===== src/rtl/mem_access_unit.sv =====
// rtl/mem_access_unit.sv - MEM stage: load/store to dbus requests, load align/extend, writeback bundle
module mem_access_unit #(
    parameter int XLEN = 64
) (
    input  logic            clk,
    input  logic            reset,
    input  logic            ex_valid,
    input  logic [XLEN-1:0] ex_pc,
    input  logic [XLEN-1:0] ex_alu_result,
    input  logic [XLEN-1:0] ex_store_data,
    input  logic            ex_mem_read,
    input  logic            ex_mem_write,
    input  logic [1:0]      ex_msize,
    input  logic            ex_zero_ext,
    input  logic [4:0]      ex_dst,
    input  logic            ex_reg_write,
    output logic            dreq_valid,
    output logic [XLEN-1:0] dreq_addr,
    output logic [1:0]      dreq_size,
    output logic [7:0]      dreq_strobe,
    output logic [XLEN-1:0] dreq_data,
    input  logic            dresp_addr_ok,
    input  logic            dresp_data_ok,
    input  logic [XLEN-1:0] dresp_data,
    output logic            stall_mem,
    output logic            mem_misalign,
    output logic            wb_valid,
    output logic [XLEN-1:0] wb_pc,
    output logic [XLEN-1:0] wb_result,
    output logic [4:0]      wb_dst,
    output logic            wb_reg_write
);

    typedef enum logic [1:0] {
        IDLE      = 2'd0,
        WAIT_ADDR = 2'd1,
        WAIT_DATA = 2'd2,
        DONE      = 2'd3
    } state_t;

    state_t            state_q, state_d;
    logic [XLEN-1:0]   rdata_q, rdata_d;

    logic [2:0]        addr_off;
    logic              addr_bad;
    logic              is_mem;
    logic              memop;
    logic              req;
    logic              stall;
    logic [7:0]        size_mask;
    logic [XLEN-1:0]   shifted;
    logic [XLEN-1:0]   load_val;

    assign addr_off = ex_alu_result[2:0];
    assign is_mem   = ex_valid & (ex_mem_read | ex_mem_write);

    always_comb begin
        addr_bad  = 1'b0;
        size_mask = 8'h01;
        case (ex_msize)
            2'd0: begin addr_bad = 1'b0;           size_mask = 8'h01; end
            2'd1: begin addr_bad = addr_off[0];    size_mask = 8'h03; end
            2'd2: begin addr_bad = |addr_off[1:0]; size_mask = 8'h0F; end
            default: begin addr_bad = |addr_off;   size_mask = 8'hFF; end
        endcase
    end

    assign memop = is_mem & ~addr_bad;

    always_comb begin
        state_d = state_q;
        rdata_d = rdata_q;
        req     = 1'b0;
        stall   = 1'b0;
        case (state_q)
            IDLE: begin
                if (memop) begin
                    req   = 1'b1;
                    stall = 1'b1;
                    if (dresp_addr_ok && dresp_data_ok) begin
                        state_d = DONE;
                        rdata_d = dresp_data;
                    end else if (dresp_addr_ok) begin
                        state_d = WAIT_DATA;
                    end else begin
                        state_d = WAIT_ADDR;
                    end
                end
            end
            WAIT_ADDR: begin
                req   = 1'b1;
                stall = 1'b1;
                if (dresp_addr_ok && dresp_data_ok) begin
                    state_d = DONE;
                    rdata_d = dresp_data;
                end else if (dresp_addr_ok) begin
                    state_d = WAIT_DATA;
                end
            end
            WAIT_DATA: begin
                stall = 1'b1;
                if (dresp_data_ok) begin
                    state_d = DONE;
                    rdata_d = dresp_data;
                end
            end
            default: begin
                // Upstream still holds the finished instruction for this one cycle.
                state_d = IDLE;
            end
        endcase
    end

    always_ff @(posedge clk) begin
        if (reset) begin
            state_q <= IDLE;
            rdata_q <= '0;
        end else begin
            state_q <= state_d;
            rdata_q <= rdata_d;
        end
    end

    always_comb begin
        shifted  = rdata_q >> {addr_off, 3'b000};
        load_val = shifted;
        case (ex_msize)
            2'd0: load_val = ex_zero_ext ? {{(XLEN-8){1'b0}}, shifted[7:0]}
                                         : {{(XLEN-8){shifted[7]}}, shifted[7:0]};
            2'd1: load_val = ex_zero_ext ? {{(XLEN-16){1'b0}}, shifted[15:0]}
                                         : {{(XLEN-16){shifted[15]}}, shifted[15:0]};
            2'd2: load_val = ex_zero_ext ? {{(XLEN-32){1'b0}}, shifted[31:0]}
                                         : {{(XLEN-32){shifted[31]}}, shifted[31:0]};
            default: load_val = shifted;
        endcase
    end

    assign dreq_valid   = req & ~reset;
    assign dreq_addr    = ex_alu_result;
    assign dreq_size    = ex_msize;
    assign dreq_strobe  = ex_mem_write ? (size_mask << addr_off) : 8'h00;
    assign dreq_data    = ex_store_data << {addr_off, 3'b000};

    assign stall_mem    = stall & ~reset;
    assign mem_misalign = is_mem & addr_bad & ~reset;

    assign wb_valid     = ex_valid & ~stall_mem & ~reset;
    assign wb_pc        = ex_pc;
    assign wb_dst       = ex_dst;
    assign wb_result    = (state_q == DONE && ex_mem_read) ? load_val : ex_alu_result;
    assign wb_reg_write = ex_reg_write & ~mem_misalign;

    // A data response may only arrive together with or after address acceptance.
    a_no_early_data: assert property (@(posedge clk) disable iff (reset)
        (state_q == WAIT_ADDR && dresp_data_ok) |-> dresp_addr_ok);

endmodule


===== config.mk =====
export PLATFORM = sky130hd
export DESIGN_NAME = mem_access_unit
export DESIGN_NICKNAME = d
export VERILOG_FILES = /design/src/rtl/mem_access_unit.sv
export SDC_FILE = /design/constraint.sdc
export NUM_CORES = 1
export LEC_CHECK = 0
export ABC_AREA = 1
export BUFFER_PORTS_ARGS = -buffer_cell sky130_fd_sc_hd__buf_2
export CORE_AREA = 5 5 212 214
export DETAILED_ROUTE_END_ITERATION = 8
export DIE_AREA = 0 0 217 219
export GPL_ROUTABILITY_DRIVEN = 0
export MAX_ROUTING_LAYER = met4
export PLACE_DENSITY = 0.49
export SYNTH_ARGS = -nofsm -noshare
export SYNTH_HDL_FRONTEND = slang
export SYNTH_SLANG_ARGS = --single-unit

===== constraint.sdc =====
create_clock -name clk -period 3.3 [get_ports clk]
set_input_delay 0.33 -clock clk [delete_from_list [all_inputs] [get_ports clk]]
set_output_delay 0.33 -clock clk [all_outputs]
set_load 0.03 [all_outputs]

==> metrics.txt <==
status finished clean; vias in the first global route between 10000 and 15000; total gr overflow 0; Final Setup Violations 0; clk sinks 66; Post-DP Area 9860 sq um; CTS H-Tree Depth 3; Inst Count DP 2289; r2r setup slk 1230 ps; vias per cell about 4.6; CTS Hold Bufs 0; drt pass-1 iters 7; post-CTS sizing 0; core area 42700 sq um; Post-Place Setup Slack ~400 ps; Final Core Density 0.238; final instance area 10100 sq um; post-route antenna net violation count 0; Num CTS Buffers 9; final worst path period need a little over 3000 ps; hold endpoint rdata_q[6]; FF-to-FF Start state_q[0]; Avg Cell Area, Syn ~5.4 sq um; M1 WL approximately 20000 um; R2R depth 8; met2 routed WL roughly 21000 um; clk buf depth 2; GRT Overall Usage 0.193; Power Density slightly below 500 nW/um^2; Tcrit/Tclk final 0.924; final worst setup slack about 250 ps; Multi-input gate area a little over 5000 sq um; Req. time, crit path about 3000 ps; Syn Nets approximately 1800; peak supply drop around 0.23 mV; largest net degree at the start of global routing between 80 and 90; Power, Total between 4 and 5 mW; synthesized instance count between 1500 and 2000; Final Skew 3.25 ps; Initial Util 0.195; Die X 217 um; Critical Path Sink Type primary output; hold_ws 234 ps; latest clock arrival within the worst-skew pair between 300 and 400 ps; Yosys Warn Count 0; post-synthesis cell type count 31; Final Hold Vio Count 0; clk slew on worst S/H paths 50 ps; hold path cells 3; Finished Layout Cells around 2300; clock root buffer clkbuf_16; highest routed layer met4; filler cell count roughly 5000; share of cells above drive strength 1 0.279; min-delay src dresp_data[6]; Pleak about 5.2 nW; Met3 Wirelength between 4000 and 5000 um; Area growth, synth to finish 22.1%; Detailed Route WL 47600 um; wire per inst about 21 um; Setup CP Type flop to primary output; final slew viol count 0; Worst Setup Start Kind flop; Die Area roughly 48000 sq um; Max-Cap Viols 0; Post CTS Setup Buffer Count 0; maximum clock rate about 330 MHz; first-pass GRT wire length between 60000 and 70000 um; # rows 76; worst-margin pin slew 814 ps; Die Y ~220 um; register area share after synthesis 0.159; unrepaired setup endpoints after global routing no; TNS Setup 0 ps; CP max FO 14; Sequential Area roughly 1300 sq um; CTS tree yes; via count around 11000; # port buffers just over 400; synthesized cell area between 8000 and 9000 sq um; starting DRC count in detailed routing 1091; post-synthesis register bit count between 60 and 70; CP Launch Point state_q[0]; Hold Path Class input port to flop; io pins roughly 550; relative slew slack 0.458; drt drc 0; initial antenna violation count 15; NumNets Final 2030; critical path arrival 2720 ps; RR Endpoint rdata_q[24]; DP Wirelength between 40000 and 50000 um
==> critical path, cell delays in order (launching register included) <==
cell and delay, ps:
dfxtp_1 410, ha_1 360, nand2_1 130, buf_4 200, nor2_1 100, buf_4 220, inv_1 70, o311ai_0 490
buf_4 220, buf_2 190
==> synthesized netlist by cell type, drive strengths merged <==
master / n / area [sq um]
buf: 197 / 1360
nand3: 121 / 611
a21oi: 63 / 315
inv: 101 / 379
nand2: 455 / 1720
nand4: 36 / 225
nor3: 2 / 10.0
clkbuf: 46 / 173
o221ai: 2 / 17.5
o22ai: 8 / 50.1
o21ai: 138 / 691
o311ai: 1 / 8.76
nor2: 234 / 893
a31oi: 2 / 12.5
clkinv: 1 / 3.75
mux2i: 24 / 240
o21a: 4 / 30.0
and2: 1 / 6.26
ha: 4 / 50.1
dfxtp: 66 / 1320
or2: 16 / 100
o211ai: 12 / 90.1
==> state kept, by name, indices dropped and copies added (netlist names) <==
name     cells
rdata_q     64
state_q      2
==> cell type report <==
type,count,share of cell area
inverter,102,0.0379
tap,546,0.0673
timing repair buffer,452,0.236
multi-input combinational,1123,0.500
sequential,66,0.130
antenna,15,0.00370
clock buffer,15,0.0244
==> placed cells by master (no fill, tap or decap), types with 2 or more instances in the layout <==
cell / count
buf_12: 2
nor2_4: 2
nor2_1: 232
a31oi_1: 2
o221ai_1: 2
inv_1: 95
clkbuf_16: 9
buf_2: 408
nand3_1: 120
buf_4: 42
o21ai_0: 137
clkbuf_1: 6
inv_2: 5
nor3_1: 2
mux2i_1: 24
o211ai_1: 12
nand2_1: 452
a21oi_1: 63
nand2_2: 2
ha_1: 4
dfxtp_1: 66
diode_2: 15
or2_2: 16
nand4_1: 36
o21a_1: 4
o22ai_1: 8
==> kinds of logic after synthesis <==
kind of cell,share of synthesized area
flops,0.159
fa+ha+maj,0.00602
buf+inv,0.231
mux,0.0289
compound gates,0.146
simple gates,0.429
==> report_power, final <==
group / switching (mW) / internal, mW / leakage (nW)
Sequential: 0.188 / 1.03 / 0.540
Combinational: 2.00 / 0.859 / 4.59
Clock: 0.308 / 0.505 / 0.118
==> how the worst max path moves through the flow <==
stage,endpoint,slack [ps]
global route,wb_result[1],3
CTS,wb_result[34],200
finish,wb_result[1],250
global placement,wb_result[34],460
floorplan,wb_result[1],540
detailed placement,wb_result[38],410
==> routing by layer <==
metal | up-vias | GRT usage
met5 | - | -
met4 | 0 | 0.0640
met3 | 86 | 0.0515
met2 | 494 | 0.300
met1 | 4862 | 0.245
li1 | 5231 | -
(Power assumes the default switching activity.)
